## config.mk

```make
export PLATFORM = sky130hd
export DESIGN_NAME = parity_frame_rx
export DESIGN_NICKNAME = d
export VERILOG_FILES = /design/src/rtl/parity_frame_rx_pkg.sv /design/src/rtl/parity_gen4.sv /design/src/rtl/parity_frame_rx.sv
export SDC_FILE = /design/constraint.sdc
export NUM_CORES = 1
export LEC_CHECK = 0
export ABC_AREA = 0
export CORE_UTILIZATION = 30
export CTS_CLUSTER_SIZE = 12
export DETAILED_ROUTE_END_ITERATION = 16
export PLACE_DENSITY_LB_ADDON = 0.2
export SKIP_CTS_REPAIR_TIMING = 1
export SLEW_MARGIN = 0
export SYNTH_ARGS = -nofsm -noshare
export SYNTH_HDL_FRONTEND = slang
export SYNTH_SLANG_ARGS = --single-unit
```

## constraint.sdc

```tcl
create_clock -name clk -period 2 [get_ports clk]
set_clock_uncertainty 0.2 [all_clocks]
set_input_delay 0.3 -clock clk [delete_from_list [all_inputs] [get_ports clk]]
set_output_delay 0.3 -clock clk [all_outputs]
set_load 0.01 [all_outputs]
```

## src/rtl/parity_frame_rx_pkg.sv

```systemverilog
// Shared definitions for the parity frame receiver and its parity generator.
// State codes are plain localparams so legacy tools and older blocks can reuse them.
package parity_frame_rx_pkg;

  // Receiver state encoding
  typedef logic [1:0] state_t;
  localparam state_t ST_IDLE = 2'd0;
  localparam state_t ST_DATA = 2'd1;
  localparam state_t ST_PAR  = 2'd2;
  localparam state_t ST_STOP = 2'd3;

  // Frame layout: start(0), DATA_BITS data bits (first sent = a), parity, stop(1)
  localparam int   DATA_BITS = 4;
  localparam logic START_BIT = 1'b0;
  localparam logic STOP_BIT  = 1'b1;

  // Index of the last data sample in the two-bit data counter
  localparam logic [1:0] LAST_DATA_IDX = 2'(DATA_BITS - 1);

endpackage

```

## src/rtl/parity_gen4.sv

```systemverilog
// Four-bit parity generator/checker, shared with the upstream transmitter.
// x is the raw XOR of all five bits; pec flags a parity violation for the
// selected scheme (even when odd=0, odd when odd=1).
module parity_gen4 (
  input  logic a,
  input  logic b,
  input  logic c,
  input  logic d,
  input  logic p,
  input  logic odd,
  output logic x,
  output logic pec
);

  // Pure XOR reduction; odd parity simply inverts the verdict
  assign x   = a ^ b ^ c ^ d ^ p;
  assign pec = x ^ odd;

endmodule

```

## src/rtl/parity_frame_rx.sv

```systemverilog
// Serial deframer feeding the 4-bit parity checker stage.
// Samples the line on bit_en strobes, rebuilds a/b/c/d/p, and presents them in
// a one-entry holding register with a valid/ready handshake. Also reports
// framing errors, overruns and keeps a saturating error count.
module parity_frame_rx
  import parity_frame_rx_pkg::*;
#(
  parameter bit ODD_PARITY = 1'b0,
  parameter int CNT_W      = 8
) (
  input  logic             clk,
  input  logic             rst,
  input  logic             bit_en,
  input  logic             sin,
  input  logic             out_ready,
  output logic             out_valid,
  output logic             a,
  output logic             b,
  output logic             c,
  output logic             d,
  output logic             p,
  output logic             pec,
  output logic             frame_err,
  output logic             overrun,
  output logic [CNT_W-1:0] err_cnt
);

  localparam logic [CNT_W-1:0] CNT_MAX = {CNT_W{1'b1}};

  state_t     state;
  logic [1:0] cnt;
  logic [3:0] shreg;
  logic       par_bit;

  logic       stop_evt;
  logic       good_stop;
  logic       bad_stop;
  logic       load;
  logic       drop;
  logic       transfer;
  logic       pec_new;
  logic       par_x_unused;
  logic       count_err;

  // Parity verdict for the frame sitting in the shift register
  parity_gen4 u_parity (
    .a   (shreg[3]),
    .b   (shreg[2]),
    .c   (shreg[1]),
    .d   (shreg[0]),
    .p   (par_bit),
    .odd (ODD_PARITY),
    .x   (par_x_unused),
    .pec (pec_new)
  );

  // Stop-bit decisions; a good frame is dropped only when the holding
  // register is full and the consumer is not taking it this same cycle
  always_comb begin
    stop_evt  = bit_en && (state == ST_STOP);
    good_stop = stop_evt && (sin == STOP_BIT);
    bad_stop  = stop_evt && (sin != STOP_BIT);
    transfer  = out_valid && out_ready;
    load      = good_stop && (!out_valid || out_ready);
    drop      = good_stop && out_valid && !out_ready;
    count_err = (load && pec_new) || bad_stop;
  end

  // Deframing state machine; only moves on bit strobes
  always_ff @(posedge clk) begin
    if (rst) begin
      state   <= ST_IDLE;
      cnt     <= 2'd0;
      shreg   <= 4'd0;
      par_bit <= 1'b0;
    end else if (bit_en) begin
      case (state)
        ST_IDLE: begin
          if (sin == START_BIT) begin
            state <= ST_DATA;
            cnt   <= 2'd0;
          end
        end
        ST_DATA: begin
          shreg <= {shreg[2:0], sin};
          cnt   <= cnt + 2'd1;
          if (cnt == LAST_DATA_IDX) begin
            state <= ST_PAR;
          end
        end
        ST_PAR: begin
          par_bit <= sin;
          state   <= ST_STOP;
        end
        ST_STOP: begin
          // A low stop bit is a framing error, never a new start bit
          state <= ST_IDLE;
        end
        default: begin
          state <= ST_IDLE;
        end
      endcase
    end
  end

  // Holding register and handshake; contents are frozen while valid
  always_ff @(posedge clk) begin
    if (rst) begin
      out_valid <= 1'b0;
      a         <= 1'b0;
      b         <= 1'b0;
      c         <= 1'b0;
      d         <= 1'b0;
      p         <= 1'b0;
      pec       <= 1'b0;
    end else if (load) begin
      out_valid <= 1'b1;
      a         <= shreg[3];
      b         <= shreg[2];
      c         <= shreg[1];
      d         <= shreg[0];
      p         <= par_bit;
      pec       <= pec_new;
    end else if (transfer) begin
      out_valid <= 1'b0;
    end
  end

  // Status flags: one-cycle framing pulse and a sticky overrun
  always_ff @(posedge clk) begin
    if (rst) begin
      frame_err <= 1'b0;
      overrun   <= 1'b0;
    end else begin
      frame_err <= bad_stop;
      if (drop) begin
        overrun <= 1'b1;
      end
    end
  end

  // Saturating count of parity errors on loaded frames plus framing errors
  always_ff @(posedge clk) begin
    if (rst) begin
      err_cnt <= '0;
    end else if (count_err && (err_cnt != CNT_MAX)) begin
      err_cnt <= err_cnt + 1'b1;
    end
  end

endmodule

```

==> reports/summary.txt <==
run status - complete, no violations
signed area change from the synthesized netlist to the final layout - 41.7%
count of standard-cell rows - 22
Post-DP HPWL - 1.86 mm
leakage power summed over all cells - 0.000664 uW
Core Box Area - 3720 um^2
global routing usage summed across all routing layers - 0.130
Post-Synthesis Cells - 131
primary flip-flop cell chosen by synthesis mapping - sky130_fd_sc_hd__dfxtp_1
highest net fanout along the worst path - 7
count of endpoints failing hold in the final timing report - 0
unrepaired setup endpoints after global routing - true
Startpoint Class - flip-flop
largest net degree at the start of global routing - 27
height of the chip - 64.9 um
top post-synthesis cells by area - sky130_fd_sc_hd__dfxtp_1 44%, sky130_fd_sc_hd__ha_1 6.3%, sky130_fd_sc_hd__mux2i_1 5.9%, sky130_fd_sc_hd__a21oi_1 5.5%, sky130_fd_sc_hd__nor2_1 4.7%
setup violation total in the final timing report - 0
maximum count of clock buffers along a single path - 2
Clock transition at path regs - 0.09 ns
number of DRC violations after detailed-routing iteration 0 - 74
Clk Latency, worst-skew pair - 0.27 ns
Setup WS post-layout - 0.0168 ns
slew at the pin closest to its max-slew limit - 0.435 ns
number of synthesized register bits - 26
critical path capture point type - flip-flop
Num CTS Buffers - 3
detail-routed via count per cell - 4.75
Overflow after GRT - 0
share of layout cells above drive strength 1 - 0.212
WHS - 0.276 ns
floorplan die area - 4210 um^2
class of the tightest hold or removal check - reg2reg
proportion of synthesized chip area in sequential cells - 0.438
max-slew violation count - 0
fin nets - 182
Setup CP Type - reg2reg
CTS Sinks - 26
IO buf count - 21
share of the clock period used by the worst path after layout - 0.992
required time worst endpoint - 2.01 ns
largest area contributor in the netlist - sky130_fd_sc_hd__dfxtp_1
Final GP Congestion - 0.740
clock tree from TritonCTS - yes
Initial Util - 0.320
EDFF count, synth - 0
Yosys Warn Count - 0
post-detailed-route wirelength per cell - 11.4 um
Setup Slack @ Placement - -0.243 ns
antenna cell count - 0
post-synth top area share - 0.438
Die X-Extent - 64.9 um
count of TritonRoute iterations in the first routing pass - 4
number of global-route vias before repair - 1,009
post-route minimum period - 1.98 ns
fraction of registers with async set/reset - 0
post-synthesis cell type count - 32
pwr/cell area - 626 nW/um^2
count of maximum capacitance violations - 0
per-instance average area after synthesis - 9.06 um^2
worst ir drop on vdd - 0.248 mV
CTS H-tree lvls - 1
total nets after synthesis - 142
number of antenna violations at the first check in global routing - 0
most used standard cells in the synthesized netlist - 26 x sky130_fd_sc_hd__dfxtp_1, 15 x sky130_fd_sc_hd__nor2_1, 13 x sky130_fd_sc_hd__a21oi_1
synthesized area - 1190 um^2
maximum frequency from static timing analysis - 504 MHz
cell with the most instances after synthesis - sky130_fd_sc_hd__dfxtp_1
data arrival time of the worst path - 1.99 ns
Vias - 1,036
headroom to the max-slew limit - 0.708
Detail Route Antenna Nets - 0
I/O Pins - 22
number of design rule violations left after detail routing - 0
cell at the root of the clock tree - sky130_fd_sc_hd__clkbuf_8
total negative setup slack - 0 ns
total wirelength of the detailed-routed design - 2.49 mm
first-pass GRT wire length - 4.26 mm
[stage by stage]
step	std cells	utilization	total power, uW	area [um^2]
after floorplan	131	-	590	1190
after global placement	213	0.423	625	1570
after detailed placement	213	0.423	628	1570
after CTS	217	0.442	1060	1640
after global routing	218	0.453	1110	1680
final	218	0.453	1050	1680
[placed cells by master, fill, tap and decap left out, types with 2 or more instances in the layout]
master,n
sky130_fd_sc_hd__a21oi_1,10
sky130_fd_sc_hd__a21oi_2,3
sky130_fd_sc_hd__buf_4,18
sky130_fd_sc_hd__clkbuf_8,3
sky130_fd_sc_hd__clkdlybuf4s50_1,21
sky130_fd_sc_hd__dfxtp_1,25
sky130_fd_sc_hd__ha_1,6
sky130_fd_sc_hd__inv_1,4
sky130_fd_sc_hd__mux2i_1,7
sky130_fd_sc_hd__nand2_1,12
sky130_fd_sc_hd__nand3_1,10
sky130_fd_sc_hd__nand3_4,2
sky130_fd_sc_hd__nand4_1,2
sky130_fd_sc_hd__nor2_1,15
sky130_fd_sc_hd__nor3_1,2
sky130_fd_sc_hd__o21ai_0,4
sky130_fd_sc_hd__o31ai_1,2
sky130_fd_sc_hd__xnor2_1,2
sky130_fd_sc_hd__xor2_1,2
[area by class of cell]
cell class	count	area, um^2
clock buffer	3	41.3
clock inverter	1	30.0
fill	376	2030
inverter	4	15.0
multi-input combinational	96	658
sequential	26	522
tap	48	60.1
timing repair buffer	40	357
[power by group]
part           leakage (uW)  switching [uW]  internal [uW]
Sequential         0.000210            4.99            524
Clock             0.0000357             169            268
Combinational      0.000418            46.2           42.3
Total              0.000664             220            834
[logic make-up after synthesis]
group / share of synthesized area
AND/OR/NAND/NOR: 0.235
AO/OA/AOI/OAI: 0.126
multiplexers: 0.0590
XOR/XNOR: 0.0485
flip-flops: 0.438
adder cells (fa/ha/maj): 0.0632
buffers and inverters: 0.0295
[layer usage]
| metal | vias to the layer above | GRT usage | wire length, um |
|---|---|---|---|
| li1 | 536 | - | - |
| met1 | 477 | 0.158 | 1160 |
| met2 | 18 | 0.220 | 1220 |
| met3 | 5 | 0.0229 | 68 |
| met4 | 0 | 0.0639 | 37 |
| met5 | - | 0 | 0 |
[registers in the layout, indices dropped and copies added, names as in the netlist]
name / count
c: 1
err_cnt: 8
pec: 1
cnt: 2
shreg: 4
b: 1
p: 1
state: 2
a: 1
out_valid: 1
d: 1
frame_err: 1
par_bit: 1
overrun: 1
[final timing paths]
path | from | to | slack, ns | cells after the start
worst min register to register | pec | pec | 0.28 | 2
worst max-delay path | shreg[1] | err_cnt[7] | 0.02 | 6
worst max register to register | shreg[1] | err_cnt[7] | 0.02 | 6
worst min-delay path | pec | pec | 0.28 | 2
[worst max-delay path, cell delays in order, from the launching register on]
cell and delay (ns):
sky130_fd_sc_hd__dfxtp_2 0.35, sky130_fd_sc_hd__xnor3_1 0.43, sky130_fd_sc_hd__buf_6 0.14, sky130_fd_sc_hd__nand3_4 0.06
sky130_fd_sc_hd__nand3_4 0.10, sky130_fd_sc_hd__or4_1 0.50, sky130_fd_sc_hd__a21oi_1 0.13
Power figures use the tool's default switching activity.
